--- config.mk ---
export PLATFORM = sky130hd
export DESIGN_NAME = msx_mouse_reader
export DESIGN_NICKNAME = d
export VERILOG_FILES = /design/src/rtl/msx_mouse_reader.sv
export SDC_FILE = /design/constraint.sdc
export NUM_CORES = 1
export LEC_CHECK = 0
export BUFFER_PORTS_ARGS = -buffer_cell sky130_fd_sc_hd__clkbuf_2
export CORE_MARGIN = 8
export CORE_UTILIZATION = 60
export CTS_CLUSTER_SIZE = 40
export DETAILED_ROUTE_END_ITERATION = 7
export GPL_ROUTABILITY_DRIVEN = 1
export PLACE_DENSITY = 0.9
export SKIP_CTS_REPAIR_TIMING = 1
export SLEW_MARGIN = 20
export SYNTH_ARGS = -nofsm -noshare
export SYNTH_HDL_FRONTEND = slang
export SYNTH_SLANG_ARGS = --single-unit
--- constraint.sdc ---
create_clock -name clk -period 6.6 [get_ports clk]
set_input_delay 1.32 -clock clk [delete_from_list [all_inputs] [get_ports clk]]
set_output_delay 1.32 -clock clk [all_outputs]
set_load 0.01 [all_outputs]
--- src/rtl/msx_mouse_reader.sv ---
// rtl/msx_mouse_reader.sv - host-side MSX mouse reader
// Walks the strobe line through four nibble phases and presents signed X/Y deltas plus buttons.
module msx_mouse_reader #(
  parameter int RESET_CYC = 6144,
  parameter int PHASE_CYC = 2048,
  parameter int SYNC_STG  = 2
) (
  input  logic       clk,
  input  logic       reset_n,
  input  logic       start,
  input  logic [5:0] data_in,
  output logic       strobe,
  output logic [7:0] dx,
  output logic [7:0] dy,
  output logic [1:0] btn,
  output logic       valid,
  output logic       busy
);

  localparam logic [15:0] RESET_LAST = 16'(RESET_CYC - 1);
  localparam logic [15:0] PHASE_LAST = 16'(PHASE_CYC - 1);

  typedef enum logic [2:0] {
    S_IDLE = 3'd0,
    S_RSTL = 3'd1,
    S_PH0  = 3'd2,
    S_PH1  = 3'd3,
    S_PH2  = 3'd4,
    S_PH3  = 3'd5,
    S_PH4  = 3'd6,
    S_DONE = 3'd7
  } state_t;

  state_t      state;
  state_t      next_state;
  logic [15:0] cnt;
  logic        strobe_d;
  logic        rst_last;
  logic        ph_last;
  logic [1:0]  rst_sync;
  logic        rst_n_i;
  logic [5:0]  sync_q [SYNC_STG];
  logic [5:0]  d_sync;
  logic [3:0]  nib0;
  logic [3:0]  nib1;
  logic [3:0]  nib2;
  logic [3:0]  nib3;
  logic [1:0]  btn_r;

  // Reset asserts immediately and releases on a clock edge.
  always_ff @(posedge clk or negedge reset_n) begin
    if (!reset_n) begin
      rst_sync <= 2'b00;
    end else begin
      rst_sync <= {rst_sync[0], 1'b1};
    end
  end

  assign rst_n_i = rst_sync[1];

  // Idle value is buttons released, no motion.
  always_ff @(posedge clk or negedge rst_n_i) begin
    if (!rst_n_i) begin
      for (int i = 0; i < SYNC_STG; i++) begin
        sync_q[i] <= 6'b110000;
      end
    end else begin
      sync_q[0] <= data_in;
      for (int i = 1; i < SYNC_STG; i++) begin
        sync_q[i] <= sync_q[i-1];
      end
    end
  end

  assign d_sync   = sync_q[SYNC_STG-1];
  assign rst_last = (cnt == RESET_LAST);
  assign ph_last  = (cnt == PHASE_LAST);

  always_ff @(posedge clk or negedge rst_n_i) begin
    if (!rst_n_i) begin
      state  <= S_IDLE;
      strobe <= 1'b0;
      cnt    <= 16'd0;
    end else begin
      state  <= next_state;
      strobe <= strobe_d;
      if (next_state != state) begin
        cnt <= 16'd0;
      end else begin
        cnt <= cnt + 16'd1;
      end
    end
  end

  always_comb begin
    next_state = state;
    case (state)
      S_IDLE:  if (start)    next_state = S_RSTL;
      S_RSTL:  if (rst_last) next_state = S_PH0;
      S_PH0:   if (ph_last)  next_state = S_PH1;
      S_PH1:   if (ph_last)  next_state = S_PH2;
      S_PH2:   if (ph_last)  next_state = S_PH3;
      S_PH3:   if (ph_last)  next_state = S_PH4;
      S_PH4:   if (ph_last)  next_state = S_DONE;
      S_DONE:                next_state = S_IDLE;
      default:               next_state = S_IDLE;
    endcase
  end

  // Strobe follows the state being entered so it toggles on the entry edge.
  always_comb begin
    strobe_d = 1'b0;
    case (next_state)
      S_PH0, S_PH2, S_PH4: strobe_d = 1'b1;
      default:             strobe_d = 1'b0;
    endcase
    busy = (state != S_IDLE);
  end

  always_ff @(posedge clk or negedge rst_n_i) begin
    if (!rst_n_i) begin
      nib0  <= 4'd0;
      nib1  <= 4'd0;
      nib2  <= 4'd0;
      nib3  <= 4'd0;
      btn_r <= 2'd0;
      dx    <= 8'd0;
      dy    <= 8'd0;
      btn   <= 2'd0;
      valid <= 1'b0;
    end else begin
      valid <= (state == S_DONE);
      if (state == S_PH0 && ph_last) nib0 <= d_sync[3:0];
      if (state == S_PH1 && ph_last) nib1 <= d_sync[3:0];
      if (state == S_PH2 && ph_last) nib2 <= d_sync[3:0];
      if (state == S_PH3 && ph_last) begin
        nib3  <= d_sync[3:0];
        btn_r <= ~d_sync[5:4];
      end
      if (state == S_DONE) begin
        dx  <= {nib0, nib1};
        dy  <= {nib2, nib3};
        btn <= btn_r;
      end
    end
  end

endmodule

Word level (Yosys, flattened, before mapping)
Cells that the tools add are included.
W data, S select, Z words.
- bits in latches: 0
- output and inout bits: 21
- word-level logic and storage cells: 47
- RAM bits: 0
- input port bits: 9
- ROM bits: 0
- bits in registers: 71
- memories kept: 0
- equal/unequal tests: 13
- shift operators: 0
- bitwise logic cells: 1
- $add $sub $neg: 1
- magnitude comparators: 0
- $mul: 0
- reductions and logical operators: 7
- muxes and demuxes: 10
- div/mod/pow operators: 0
- operator list (kind ; number):
    $pmux W3 S8 ; 1
    $mux W3 ; 7
    $eq A3 B3 Y1 const B ; 6
    $add A16 B1 Y16 const B ; 1
    $eq A16 B11 Y1 const B ; 1
    $eq A16 B13 Y1 const B ; 1
    $mux W16 ; 1
    $eq A3 B2 Y1 const B ; 3
    $logic_and A1 B1 Y1 ; 4
    $eq A3 B1 Y1 const B ; 1
    $logic_not A3 Y1 ; 1
    $ne A3 B3 Y1 ; 1
    $reduce_bool A3 Y1 ; 1
    $reduce_or A3 Y1 ; 1
    $not A2 Y2 ; 1
    $mux W1 ; 1

Longest topological paths before layout
- word-level depth: 6
- depth in mapped cells: 7
- mapped depth without buffers: 5

Worst setup path after synthesis
Ideal clock, no wire load.
- kind: register to register
- start point: reg cnt[14]
- end point: reg nib3[0]
- data required time: 6.475 ns
- clock period less this slack: 2.472 ns
- stages on the path, launching flop included: 6
- setup time: 0.125 ns
- arrival: 2.347 ns
- setup slack: 4.128 ns
- buffers on the path: 1
- cells stage by stage: dfrtp_1 or4_4 or4_4 or4_1 buf_6 mux2_4
- cells in the longest elaborated chain, start to end: 2
- RTL lines (what ; RTL line ; source):
    from (decl) ; 36 ; logic [15:0] cnt;
    from (signal assigned) ; 90 ; cnt <= cnt + 16'd1;
    $eq A16 B11 Y1 ; 77 ; assign ph_last = (cnt == PHASE_LAST);
    $logic_and A1 B1 Y1 ; 136 ; if (state == S_PH3 && ph_last) begin
    to (signal assigned) ; 137 ; nib3 <= d_sync[3:0];
    to (decl) ; 47 ; logic [3:0] nib3;
Every way passes these cells.
A chain may end at the register's enable or synchronous reset.

Final worst setup path
- start point: reg state[2]
- end point: out busy
- cells in the longest elaborated chain, start to end: 1
- RTL lines (what ; RTL line ; source):
    from (decl) ; 34 ; state_t state;
    from (signal assigned) ; 85 ; state <= next_state;
    $reduce_bool A3 Y1 ; 117 ; busy = (state != S_IDLE);
    to (decl) ; 17 ; output logic busy
Every way passes these cells.

==> results.sh <==
export IMPL_ys_ff_latch=71
export IMPL_final_antenna_net_count=0
export IMPL_critPathLaunchType="flop"
export IMPL_globalRouteOverflowTotal=0
export IMPL_outcome="finished clean"
export IMPL_cts_tree="built"
export IMPL_place_gp_congestion=0.828
export IMPL_fin_nets=258
export IMPL_grt_usage=0.156
export IMPL_fillCellCount=323
export IMPL_finalPower_mw=0.758
export IMPL_final_util=0.689
export IMPL_root_buffer="clkbuf_8"
export IMPL_die_h_um=85.0
export IMPL_yosys_warnings=0
export IMPL_drtPass1Iterations=4
export IMPL_dp_hpwl_mm=3.46
export IMPL_worstPathRequired_ns=5.28
export IMPL_clkTransAtPathRegs_ns=0.08
export IMPL_vias=1743
export IMPL_critPathKind="reg2out"
export IMPL_skew_ns=0.0128
export IMPL_arrival_ns=1.52
export IMPL_syn_cell_area_um2=2860
export IMPL_htreeDepth=3
export IMPL_area_growth_pct=12.5
export IMPL_drive_gt1_frac=0.352
export IMPL_yosysSeqAreaShare=0.624
export IMPL_setup_violations=0
export IMPL_finalHoldViolCount=0
export IMPL_worst_pin_slew_ns=0.982
export IMPL_die_area_um2=7220
export IMPL_p_per_area_nw_per_um2=236
export IMPL_ys_types=39
export IMPL_synth_avg_cell_area_um2=13.3
export IMPL_cpPeakStageDelay_ns=0.53
export IMPL_cpMaxStageDelayCell="dfrtp_1"
export IMPL_cts_buffers=9
export IMPL_grt_pass1_vias=1742
export IMPL_min_period_over_period=0.431
export IMPL_slew_viol_final=0
export IMPL_hold_ws_ns=0.234
export IMPL_cts_sinks=71
export IMPL_rsz0062_at_grt="false"
export IMPL_design_portCount=30
export IMPL_wirelength_mm=5.04
export IMPL_drv_cap=0
export IMPL_coreArea_um2=4660
export IMPL_drtIter0Drc=68
export IMPL_routed_via_density=5.68
export IMPL_fmax_mhz=352
export IMPL_end_kind="output port"
export IMPL_cts_buffer_depth=2
export IMPL_hold_class="reg2async"
export IMPL_insertion_delay_ns=0.35
export IMPL_ir_drop_uv=170
export IMPL_tns_ns=0
export IMPL_crit_chain="nor2_1 > nand2_1 > clkbuf_2"
export IMPL_port_buffers=29
export IMPL_grt_antenna_before_repair=0
export IMPL_slew_headroom=0.341
export IMPL_netlist_instances=215
export IMPL_wl_per_cell_um=16.4
export IMPL_synth_fp_nets=225
export IMPL_grt_pass1_wl_mm=8.60
export IMPL_fp_dieW_um=85.0
export IMPL_critPathMaxFanout=12
export IMPL_fp_row_count=25
export IMPL_fin_crit_ns=2.84
export IMPL_drc_errors=0
export IMPL_leakage_nw=1.57
export IMPL_grt_max_degree=46
export IMPL_start_util=0.613
export IMPL_antenna_cells=0
-- logic make-up (layout without fill, tap and decap cells) --
group                    count (synthesis)  count (layout)  synth area share
other                                    1               1           0.00131
AO/OA/AOI/OAI                           15              15            0.0351
XOR/XNOR                                14              14            0.0429
buffers and inverters                   15              53            0.0228
AND/OR/NAND/NOR                         62              62             0.124
adder cells (fa/ha/maj)                  1               1           0.00438
multiplexers                            36              36             0.146
flip-flops                              71              71             0.624
-- critical path: cells and delay by family (launching register included) --
| kind | cells | cell delay [ns] |
|---|---|---|
| flip-flops | 1 | 0.53 |
| AND/OR/NAND/NOR | 2 | 0.50 |
| buffers and inverters | 1 | 0.14 |
-- flip-flops by register name, indices dropped and copies added (netlist names) --
name,flops
dy,8
nib0,4
btn_r,2
strobe,1
state,3
nib2,4
rst_sync,2
btn,2
dx,8
cnt,16
nib3,4
d_sync,6
sync_q,6
valid,1
nib1,4
-- report_power, final --
group	leakage [nW]	internal [mW]	switching, mW
combinational	0.557	0.00222	0.00611
sequential	0.924	0.440	0.00536
clock	0.0853	0.146	0.158
-- cell usage in the layout, fill, tap and decap left out, drive strengths merged, types with 5 or more instances in the layout --
cell / instances
clkbuf: 40
xnor2: 10
mux2: 33
nand2: 11
nand3: 5
nor4: 8
o21ai: 6
nor2: 21
dfrtp: 67
inv: 7
-- final timing paths --
kind	cells after the start	to	startpoint	slack, ns
setup / recovery	3	busy	state[2]	3.76
hold / removal	0	sync_q[6]	rst_sync[1]	0.23
setup reg to reg	4	cnt[8]	cnt[4]	3.83
hold reg to reg	0	sync_q[6]	rst_sync[1]	0.23
max in group asynchronous	1	cnt[3]	rst_sync[1]	5.39
min in group clk	0	rst_sync[1]	rst_sync[0]	0.36
-- area by class of cell --
class | instances | area, um^2 | share of cell area
repair buffers | 30 | 153 | 0.0475
inverters | 7 | 26.3 | 0.00818
clock inverters | 5 | 33.8 | 0.0105
well taps | 54 | 67.6 | 0.0210
flip-flops and latches | 71 | 1780 | 0.555
multi-input cells | 129 | 1010 | 0.314
clock buffers | 11 | 141 | 0.0440
-- synth_stat cells --
master / n / area, um^2
dfrtp_1: 67 / 1680
a31oi_1: 2 / 12.5
o21bai_1: 1 / 7.51
and4_1: 2 / 17.5
clkbuf_1: 4 / 15.0
nand2_1: 11 / 41.3
nor4_2: 1 / 12.5
nor3_1: 4 / 20.0
conb_1: 1 / 3.75
buf_6: 1 / 11.3
nor4_4: 2 / 42.5
a21o_1: 1 / 7.51
or4_4: 2 / 22.5
o21ai_0: 5 / 25.0
nor2_1: 21 / 78.8
mux2_4: 4 / 60.1
o31ai_1: 1 / 7.51
nand4_1: 3 / 18.8
o21a_1: 1 / 7.51
mux2i_1: 3 / 30.0
xor2_1: 4 / 35.0
inv_1: 6 / 22.5
nor2b_1: 2 / 12.5
buf_1: 2 / 7.51
nand2b_1: 1 / 6.26
a32oi_1: 1 / 8.76
ha_1: 1 / 12.5
a221oi_1: 1 / 8.76
a32o_1: 1 / 10.0
nand3_1: 5 / 25.0
or4_1: 2 / 15.0
mux2_2: 29 / 327
inv_2: 1 / 3.75
o21ai_1: 1 / 5.00
xnor2_1: 10 / 87.6
nand4b_1: 1 / 8.76
dfstp_2: 4 / 105
nor4_1: 5 / 31.3
buf_2: 1 / 5.00
-- per-stage QoR --
stage	cell area [um^2]	cells	worst slack (ns)
global placement	3040	291	3.94
finish	3210	307	3.76
CTS	3210	307	3.75
floorplan	2860	215	4.13
detailed placement	3040	291	3.85
global route	3210	307	3.56
-- layer usage --
layer,up-vias,share of wire,GRT usage
li1,817,-,-
met1,876,0.43,0.189
met2,41,0.50,0.244
met3,9,0.045,0.0405
met4,0,0.024,0.0939
met5,-,0,0
Power figures use the tool's default switching activity.
